--- config.mk ---
export PLATFORM = sky130hd
export DESIGN_NAME = instr_fetch
export DESIGN_NICKNAME = d
export VERILOG_FILES = /design/src/rtl/instr_fetch.sv
export SDC_FILE = /design/constraint.sdc
export NUM_CORES = 1
export LEC_CHECK = 0
export BUFFER_PORTS_ARGS = -buffer_cell sky130_fd_sc_hd__buf_2
export CAP_MARGIN = 25
export CORE_UTILIZATION = 30
export DETAILED_ROUTE_END_ITERATION = 16
export PLACE_DENSITY = 0.6
export SLEW_MARGIN = 20
export SYNTH_ARGS = -nofsm -noshare
export SYNTH_HDL_FRONTEND = slang
export SYNTH_SLANG_ARGS = --single-unit
--- constraint.sdc ---
create_clock -name clk -period 2.8 [get_ports clk]
set_input_delay 0.56 -clock clk [delete_from_list [all_inputs] [get_ports clk]]
set_output_delay 0.56 -clock clk [all_outputs]
set_load 0.02 [all_outputs]
--- src/rtl/instr_fetch.sv ---
// Instruction fetch stage: PC register, single-outstanding imem request,
// IF/ID pipeline register, and hold buffer for words returned under stall.
module instr_fetch #(
  parameter logic [31:0] RESET_PC = 32'h0000_0000
) (
  input  logic        clk,
  input  logic        rst_n,
  output logic        imem_req,
  output logic [31:0] imem_addr,
  input  logic        imem_ack,
  input  logic [31:0] imem_rdata,
  input  logic        stall,
  input  logic        branch_taken,
  input  logic [31:0] branch_target,
  output logic        if_id_valid,
  output logic [31:0] if_id_instr,
  output logic [31:0] if_id_pc4,
  output logic [5:0]  opcode
);

  typedef enum logic [1:0] {FETCH, HELD, DROP} state_e;

  state_e      state_q, state_d;
  logic        req_q, req_d;
  logic        valid_q, valid_d;
  logic [31:0] pc_q, pc_d;
  logic [31:0] hold_q, hold_d;
  logic [31:0] instr_q, instr_d;
  logic [31:0] pc4_q, pc4_d;

  logic        ack_ok;
  logic [31:0] pc_inc;
  logic [31:0] target;

  // req_q stays low through the first cycle after reset so a stale ack from
  // an abandoned pre-reset request is never mistaken for a new response.
  assign ack_ok = imem_ack & req_q;
  assign pc_inc = pc_q + 32'd4;
  assign target = branch_target & 32'hFFFF_FFFC;

  always_comb begin
    state_d = state_q;
    pc_d    = pc_q;
    valid_d = valid_q;
    instr_d = instr_q;
    pc4_d   = pc4_q;
    hold_d  = hold_q;
    if (branch_taken) begin
      pc_d    = target;
      valid_d = 1'b0;
      hold_d  = '0;
      case (state_q)
        FETCH:   state_d = (req_q && !imem_ack) ? DROP : FETCH;
        HELD:    state_d = FETCH;
        default: state_d = imem_ack ? FETCH : DROP;
      endcase
    end else begin
      case (state_q)
        FETCH: begin
          if (ack_ok) begin
            if (!stall) begin
              valid_d = 1'b1;
              instr_d = imem_rdata;
              pc4_d   = pc_inc;
              pc_d    = pc_inc;
            end else begin
              hold_d  = imem_rdata;
              state_d = HELD;
            end
          end else if (!stall) begin
            valid_d = 1'b0;
          end
        end
        HELD: begin
          if (!stall) begin
            valid_d = 1'b1;
            instr_d = hold_q;
            pc4_d   = pc_inc;
            pc_d    = pc_inc;
            state_d = FETCH;
          end
        end
        default: begin
          if (imem_ack) state_d = FETCH;
        end
      endcase
    end
    req_d = (state_d == FETCH);
  end

  always_ff @(posedge clk or negedge rst_n) begin
    if (!rst_n) begin
      state_q <= FETCH;
      req_q   <= 1'b0;
      pc_q    <= {RESET_PC[31:2], 2'b00};
      valid_q <= 1'b0;
      instr_q <= '0;
      pc4_q   <= '0;
      hold_q  <= '0;
    end else begin
      state_q <= state_d;
      req_q   <= req_d;
      pc_q    <= pc_d;
      valid_q <= valid_d;
      instr_q <= instr_d;
      pc4_q   <= pc4_d;
      hold_q  <= hold_d;
    end
  end

  assign imem_req    = req_q;
  assign imem_addr   = pc_q;
  assign if_id_valid = valid_q;
  assign if_id_instr = instr_q;
  assign if_id_pc4   = pc4_q;
  assign opcode      = instr_q[31:26];

endmodule

Word level (Yosys, flattened, before mapping)
Cells that the tools add are included.
Operators by class
  reduce and logical (&&, ||, !) cells: 14
  multiply operators: 0
  shifts and indexed selects: 0
  eq/ne operators: 6
  bitwise logic cells: 2
  multiplexer cells: 29
  add/subtract/negate cells: 1
  div/mod/pow operators: 0
  order comparisons: 0
Operator list (count)
  $mux 32: 12
  $pmux 32 s2: 3
  $add 32x3->32 const B: 1
  $mux 2: 7
  $pmux 2 s2: 2
  $reduce_bool 2->1: 4
  $ne 2x2->1 const B: 3
  $reduce_and 3->1: 2
  $reduce_and 5->1: 1
  $logic_not 2->1: 2
  $mux 1: 4
  $ne 4x4->1 const B: 1
  $reduce_and 2->1: 2
  $ne 3x3->1 const B: 1
  $reduce_bool 3->1: 1
  $eq 2x1->1 const B: 1
  $pmux 1 s2: 1
  $and 1x1->1: 1
  $logic_and 1x1->1: 1
  $logic_not 1->1: 1
  $not 1->1: 1
Word-level totals
  flip-flop bits (word level): 132
  word-level logic and storage cells: 59
  latch bits: 0
  bits in read-only memories: 0
  bits in writable memories: 0
  input bits: 69
  memories: 0

Longest topological paths before layout
Gate-level depths: netlist (run 1).
  depth in word-level cells: 6
  depth in mapped cells: 8

Least setup slack after synthesis (run 1)
Ideal clock, no wire load.
  kind: reg-to-reg
  start point: register pc_q[2], in the netlist imem_addr[2]
  end point: register pc4_q[20], in the netlist if_id_pc4[20]
  library setup time: 82 ps
  data required time: 2718 ps
  arrival: 2221 ps
  cell stages (with the launch flop): 8
  slack: 497 ps
  path buffers: 2
  cell sequence: dfrtp_1 > ha_1 > nand3_1 > or4_1 > buf_2 > buf_2 > or3_1 > a31oi_1
Between the ends
  word-level cells in the longest chain between the ends: 4
Ends and longest elaborated chain
  start, declared: line 26  | logic [31:0] pc_q, pc_d;
  start signal, assigned: line 95  | pc_q <= {RESET_PC[31:2], 2'b00};
  start signal, assigned: line 103  | pc_q <= pc_d;
  $add 32x3->32 *: line 38  | assign pc_inc = pc_q + 32'd4;
  $mux 32 *: line 61, 75
  $mux 32: line 60  | if (ack_ok) begin
  $pmux 32 s2 *: line 58  | case (state_q)
  end signal, assigned: line 106  | pc4_q <= pc4_d;
  end, declared: line 29  | logic [31:0] pc4_q, pc4_d;
Every way passes the cells marked *; elsewhere a longest branch is shown, timed or not. The select of a mux whose other input is x is not followed.
A chain may end at the register's enable or synchronous reset.

Worst setup path after layout (run 1)
  start point: register pc_q[2], in the netlist imem_addr[2]
  end point: register pc_q[24], in the netlist imem_addr[24]
Between the ends
  word-level cells in the longest chain between the ends: 5
Ends and longest elaborated chain
  $add 32x3->32 *: line 38
  $mux 32 *: line 61, 75
  $mux 32: line 60
  $pmux 32 s2 *: line 58
  $mux 32 *: line 48  | if (branch_taken) begin
Marks and branches as above.

==> results.sh, run 1 <==
export IMPL_status="finished clean"
export IMPL_area_growth_pct=28.4
export IMPL_dr_pass1_iters=5
export IMPL_synth_avg_cell_area_sq_um=9.17
export IMPL_setup_violations=0
export IMPL_synth_ff_type="dfrtp_1"
export IMPL_worst_pin_slew_ns=0.667
export IMPL_intPower_w=0.00426
export IMPL_p_leak_nw=3.49
export IMPL_fin_crit_sh_pct=85.4
export IMPL_insertion_delay_ns=0.41
export IMPL_r2r_start="imem_addr[2]"
export IMPL_post_cts_setup_buffer_count=0
export IMPL_crit_slowest_cell="or4_1"
export IMPL_grt_max_degree=61
export IMPL_relSlewSlack_pct=55.1
export IMPL_timing_final_ws_setup_ns=0.409
export IMPL_p_sw_share_pct=32.7
export IMPL_final_core_util_pct=39.3
export IMPL_rrSetupSlack_ns=0.41
export IMPL_cellPowerDensity_nw_per_um2=796
export IMPL_core_sq_um=20200
export IMPL_yosysTopAreaCellShare_pct=51.7
export IMPL_drt_iter0_drc=211
export IMPL_setup_tns_ns=0
export IMPL_yosys_register_bits=128
export IMPL_cp_required_ns=3.13
export IMPL_drv_cap=0
export IMPL_clock_fmax_ghz=0.418
export IMPL_insertedDiodeCount=0
export IMPL_endpoint_kind="flip-flop"
export IMPL_cts_buffers=17
export IMPL_min_period_ns=2.39
export IMPL_path_max_fanout=27
export IMPL_dieArea_sq_um=21200
export IMPL_h_tree_depth=4
export IMPL_gp_congestion=0.751
export IMPL_postRouteAntennaNets=0
export IMPL_ir_worst_vdd_mv=0.373
export IMPL_dpl_worst_slack_ns=0.417
export IMPL_r2r_cells=6
export IMPL_critPathMostFrequentCell="or4_1"
export IMPL_pwr_share_clk_pct=37.1
export IMPL_clkTransAtPathRegs_ns=0.06
export IMPL_synth_area_top_cells="dfrtp_1 52%, nand2_1 8.4%, o21ai_0 5.7%"
export IMPL_cts_hold_buf=0
export IMPL_final_max_slew_violation_count=0
export IMPL_synthesis_area_sq_um=6200
export IMPL_hpwl_um=11600
export IMPL_clockBufferDepth=2
export IMPL_portBuffers=166
export IMPL_fp_row_count=52
export IMPL_synth_largest_area_cell="dfrtp_1"
export IMPL_grt_setup_unrepaired="no"
export IMPL_synth_edf_count=0
export IMPL_post_drt_via_cell_ratio=4.88
export IMPL_hold_class="in -> async"
export IMPL_synthCells=676
export IMPL_clock_sinks=128
export IMPL_wl_um=16900
export IMPL_seqPwrFrac_pct=38.6
export IMPL_pin_count=173
export IMPL_vias=5424
export IMPL_final_hold_viol_count=0
export IMPL_drive_gt1_share_pct=27.1
export IMPL_cts_root_buf="clkbuf_16"
export IMPL_ys_warn_count=0
export IMPL_p_comb_share_pct=24.3
export IMPL_crit_chain="ha_1, nand3_1, or4_1, buf_4, or4_1, a31oi_1"
export IMPL_initial_core_util_pct=30.6
export IMPL_fin_skew_ns=0.0168
export IMPL_grt_total_usage_pct=16.7
export IMPL_cp_start_kind="flip-flop"
export IMPL_wire_per_inst_um=15.2
export IMPL_critical_path_max_stage_delay_ns=0.55
export IMPL_cts_resized=0
export IMPL_num_nets_final=899
export IMPL_drcViolationCount=0
export IMPL_grt_pass1_vias=5308
export IMPL_worstPathArrival_ns=2.73
export IMPL_grt_pass1_wl_um=27900
export IMPL_worstSetupPathType="reg -> reg"
export IMPL_grt_overflow=0
export IMPL_die_w_um=146
export IMPL_antenna_found_initial=0
export IMPL_cts_tree="yes"
export IMPL_synth_cell_types=44
export IMPL_die_h_um=146
export IMPL_r2r_end="imem_addr[24]"
export IMPL_switchingPower_w=0.00207
export IMPL_yosysSeqAreaShare_pct=51.7
export IMPL_async_flop_share_pct=100
power groups by stage:
stage                     clock (W)  sequential, W  combinational (W)
after floorplan                   0        0.00286           0.000561
after global placement            0        0.00247            0.00155
after detailed placement          0        0.00248            0.00157
after CTS                   0.00242        0.00245            0.00157
after global routing        0.00250        0.00251            0.00170
final                       0.00235        0.00244            0.00154
through the flow:
step	total power, W	hold slack (ns)	instance area (sq um)	cells
finish	0.00634	0.119	7960	1112
global route	0.00671	0.145	7960	1112
CTS	0.00644	0.137	7960	1112
detailed placement	0.00405	0.460	7340	1080
global placement	0.00402	0.456	7340	1080
floorplan	0.00342	0.264	6210	679
area by class of cell:
| class | instances | area, sq um |
|---|---|---|
| Fill cell | 2056 | 12300 |
| Sequential cell | 128 | 3200 |
| Multi-Input combinational cell | 488 | 2750 |
| Timing Repair Buffer | 188 | 1030 |
| Clock buffer | 21 | 460 |
| Tap cell | 270 | 338 |
| Clock inverter | 11 | 161 |
| Inverter | 6 | 22.5 |
flip-flops by register name, indices dropped and copies added (netlist names):
| register | cells |
|---|---|
| imem_addr | 30 |
| if_id_valid | 1 |
| imem_req | 1 |
| if_id_instr | 32 |
| state_q | 2 |
| hold_q | 32 |
| if_id_pc4 | 30 |
Yosys cell counts, drive strengths merged (2+ instances only):
library cell    n
and3            3
o21ai          70
nor3            5
a21oi          35
clkbuf         39
inv             6
nor2           40
a31oi          30
and2            2
or4            19
nor2b           3
a21o            3
xnor2          18
nor4            8
o211ai          3
o31a            2
xor2            4
nand4          13
buf            18
nand3          14
nand2         139
mux2i          33
nand2b          2
or3            13
o31ai          14
dfrtp         128
worst max-delay path, delay by kind of cell, from the launching register on:
kind / cells / cell delay (ns)
adder cells (fa/ha/maj): 1 / 0.20
AO/OA/AOI/OAI: 1 / 0.18
flip-flops: 1 / 0.46
buffers and inverters: 1 / 0.23
AND/OR/NAND/NOR: 3 / 1.23
kinds of logic after synthesis:
logic type      count (synthesis)  share of synthesized area, %
other cells                     1                        0.0605
compound gates                161                          14.8
fa+ha+maj                       1                         0.202
flops                         128                          51.7
buf+inv                        63                          4.60
xor+xnor                       22                          3.11
mux                            33                          5.33
simple gates                  267                          20.3
worst max-delay path by stage:
| stage | start | endpoint | cells past startpoint |
|---|---|---|---|
| final | imem_addr[2] | imem_addr[24] | 6 |
| after global routing | imem_addr[2] | imem_addr[20] | 6 |
| after CTS | imem_addr[2] | imem_addr[20] | 6 |
| after detailed placement | imem_addr[2] | imem_addr[24] | 6 |
| after global placement | imem_addr[2] | imem_addr[30] | 6 |
| after floorplan | imem_addr[2] | if_id_pc4[20] | 7 |
layout by cell type, fill, tap and decap left out, types with 5 or more instances in the layout:
cell       Yosys  routed
xnor2_1       18      18
or4_1         19      19
mux2i_1       33      33
a21oi_1       35      35
buf_4         10      20
dfrtp_1      128     128
nand4_1       11      11
a31oi_1       30      30
buf_2          8     165
nand2_1      139     139
o31ai_1       14      14
clkinv_2       0       5
o21ai_0       70      70
nor4_1         7       7
nand3_1       14      13
or3_1         13      13
clkbuf_16      0      17
inv_1          5       5
nor2_1        40      38
layer usage:
layer / up-vias / track usage, % / part of all wire, %
li1: 2689 / - / -
met4: 0 / 4.42 / 0.72
met2: 162 / 26.7 / 47
met1: 2563 / 22.3 / 47
met5: - / 0 / 0
met3: 10 / 4.45 / 5.3
Power figures use the tool's default switching activity.
==> run 2, diff against run 1 <==
--- a/config.mk
+++ b/config.mk
@@ -7,9 +7,10 @@
 export LEC_CHECK = 0
 export BUFFER_PORTS_ARGS = -buffer_cell sky130_fd_sc_hd__buf_2
 export CAP_MARGIN = 25
-export CORE_UTILIZATION = 30
+export CORE_ASPECT_RATIO = 1.1
+export CORE_UTILIZATION = 53
 export DETAILED_ROUTE_END_ITERATION = 16
-export PLACE_DENSITY = 0.6
+export PLACE_DENSITY = 0.9
 export SLEW_MARGIN = 20
 export SYNTH_ARGS = -nofsm -noshare
 export SYNTH_HDL_FRONTEND = slang
==> constraint.sdc (replaced) <==
create_clock -name clk -period 2.33 [get_ports clk]
set_input_delay 0.466 -clock clk [delete_from_list [all_inputs] [get_ports clk]]
set_output_delay 0.466 -clock clk [all_outputs]
set_load 0.02 [all_outputs]
==> results.sh, run 2 (same netlist as run 1, synthesis figures left out) <==
export IMPL_final_cell_area_sq_um=7870
export IMPL_p_leak_nw=3.51
export IMPL_gp_congestion=0.839
export IMPL_clock_sinks=128
export IMPL_ir_worst_vdd_mv=0.508
export IMPL_worst_pin_slew_ns=0.598
export IMPL_grt_max_degree=58
export IMPL_grt_pass1_wl_um=27000
export IMPL_wire_per_inst_um=16.3
export IMPL_dr_pass1_iters=4
export IMPL_drv_cap=0
export IMPL_num_nets_final=908
export IMPL_initial_core_util_pct=54.2
export IMPL_endpoint_kind="flip-flop"
export IMPL_total_power_w=0.00751
export IMPL_post_dp_cell_area_sq_um=7270
export IMPL_final_hold_viol_count=0
export IMPL_cts_root_buf="clkbuf_16"
export IMPL_clkTransAtPathRegs_ns=0.06
export IMPL_hold_class="in -> async"
export IMPL_wl_um=16400
export IMPL_insertedDiodeCount=0
export IMPL_grt_setup_unrepaired="no"
export IMPL_clock_fmax_ghz=0.454
export IMPL_cts_resized=0
export IMPL_cp_required_ns=2.67
export IMPL_pin_count=173
export IMPL_postRouteAntennaNets=0
export IMPL_cp_start_kind="flip-flop"
export IMPL_vias=5759
export IMPL_critPathMostFrequentCell="or4_1"
export IMPL_post_drt_via_cell_ratio=5.75
export IMPL_cp_num_buf_inv=1
export IMPL_portBuffers=166
export IMPL_r2r_cells=6
export IMPL_post_cts_setup_buffer_count=0
export IMPL_cellPowerDensity_nw_per_um2=954
export IMPL_cts_tree="yes"
export IMPL_drt_iter0_drc=326
export IMPL_h_tree_depth=4
export IMPL_status="finished clean"
export IMPL_drcViolationCount=0
export IMPL_worstSetupPathType="reg -> reg"
export IMPL_setup_violations=0
export IMPL_grt_pass1_vias=5627
export IMPL_fin_crit_sh_pct=94.6
export IMPL_fp_row_count=41
export IMPL_area_growth_pct=27.0
export IMPL_clockBufferDepth=2
export IMPL_grt_overflow=0
export IMPL_fin_skew_ns=0.0100
export IMPL_mostFrequentLayoutCells="165 x buf_2, 139 x nand2_1, 127 x dfrtp_1, 70 x o21ai_0, 38 x nor2_1"
export IMPL_crit_slowest_cell="or4_1"
export IMPL_worstPathArrival_ns=2.54
export IMPL_insertion_delay_ns=0.41
export IMPL_cts_hold_buf=0
export IMPL_r2r_start="imem_addr[3]"
export IMPL_antenna_found_initial=0
export IMPL_setup_tns_ns=0
export IMPL_critical_path_max_stage_delay_ns=0.51
export IMPL_crit_family="simple AND/OR/NAND/NOR gates"
export IMPL_layout_commonest_cell="buf_2"
export IMPL_crit_chain="ha_1, nand3_1, or4_1, buf_4, or4_1, a31oi_1"
export IMPL_drive_gt1_share_pct=28.1
export IMPL_die_w_um=105
export IMPL_die_h_um=115
export IMPL_cts_buffers=17
export IMPL_rrSetupSlack_ns=0.13
export IMPL_final_max_slew_violation_count=0
export IMPL_path_max_fanout=27
export IMPL_final_core_util_pct=68.8
export IMPL_relSlewSlack_pct=59.8
export IMPL_r2r_end="imem_addr[20]"
export IMPL_min_period_ns=2.20
export IMPL_core_sq_um=11400
export IMPL_dieArea_sq_um=12100
export IMPL_grt_total_usage_pct=28.1
export IMPL_hpwl_um=10700
[run 2: cell count changes in the layout (fill, tap and decap cells not counted), sizes merged]
cell,before,now
clkinvlp,1,3
clkinv,6,4
buf,188,197
inv,6,10
bufinv,4,2
clkbuf,21,19
[run 2: worst max-delay path by stage]
stage	from	endpoint	slack, ns	cells after the start
after floorplan	imem_addr[2]	if_id_pc4[20]	0.03	7
after global placement	imem_addr[8]	imem_addr[27]	0.20	5
after detailed placement	imem_addr[8]	imem_addr[27]	0.13	5
after CTS	imem_addr[8]	imem_addr[27]	0.14	5
after global routing	imem_addr[3]	imem_addr[20]	0.02	6
final	imem_addr[3]	imem_addr[20]	0.13	6
[run 2: layout make-up]
cell class                      count  area (sq um)
Fill cell                         927          3570
Sequential cell                   128          3200
Multi-Input combinational cell    488          2750
Timing Repair Buffer              197          1120
Clock buffer                       19           443
Tap cell                          150           188
Clock inverter                     13           153
Inverter                            6          22.5
[run 2: power breakdown]
group	switching [W]	internal, W
Clock	0.00105	0.00162
Sequential	0.000290	0.00265
Combinational	0.00125	0.000654
Total	0.00259	0.00493
[run 2: metrics by stage]
stage / hold slack, ns / cells / worst slack (ns)
after floorplan: 0.170 / 679 / 0.0274
after global placement: 0.456 / 969 / 0.204
after detailed placement: 0.463 / 969 / 0.135
after CTS: 0.0669 / 1001 / 0.138
after global routing: 0.0908 / 1001 / 0.0224
final: 0.0566 / 1001 / 0.125
[run 2: metal layers]
metal  global-route usage [%]  part of all wire [%]  up-vias
met4                     10.7                   2.3        0
met2                     49.3                    52      244
li1                         -                     -     2711
met1                     35.7                    41     2771
met5                        0                     0        -
met3                     4.05                   4.9       33
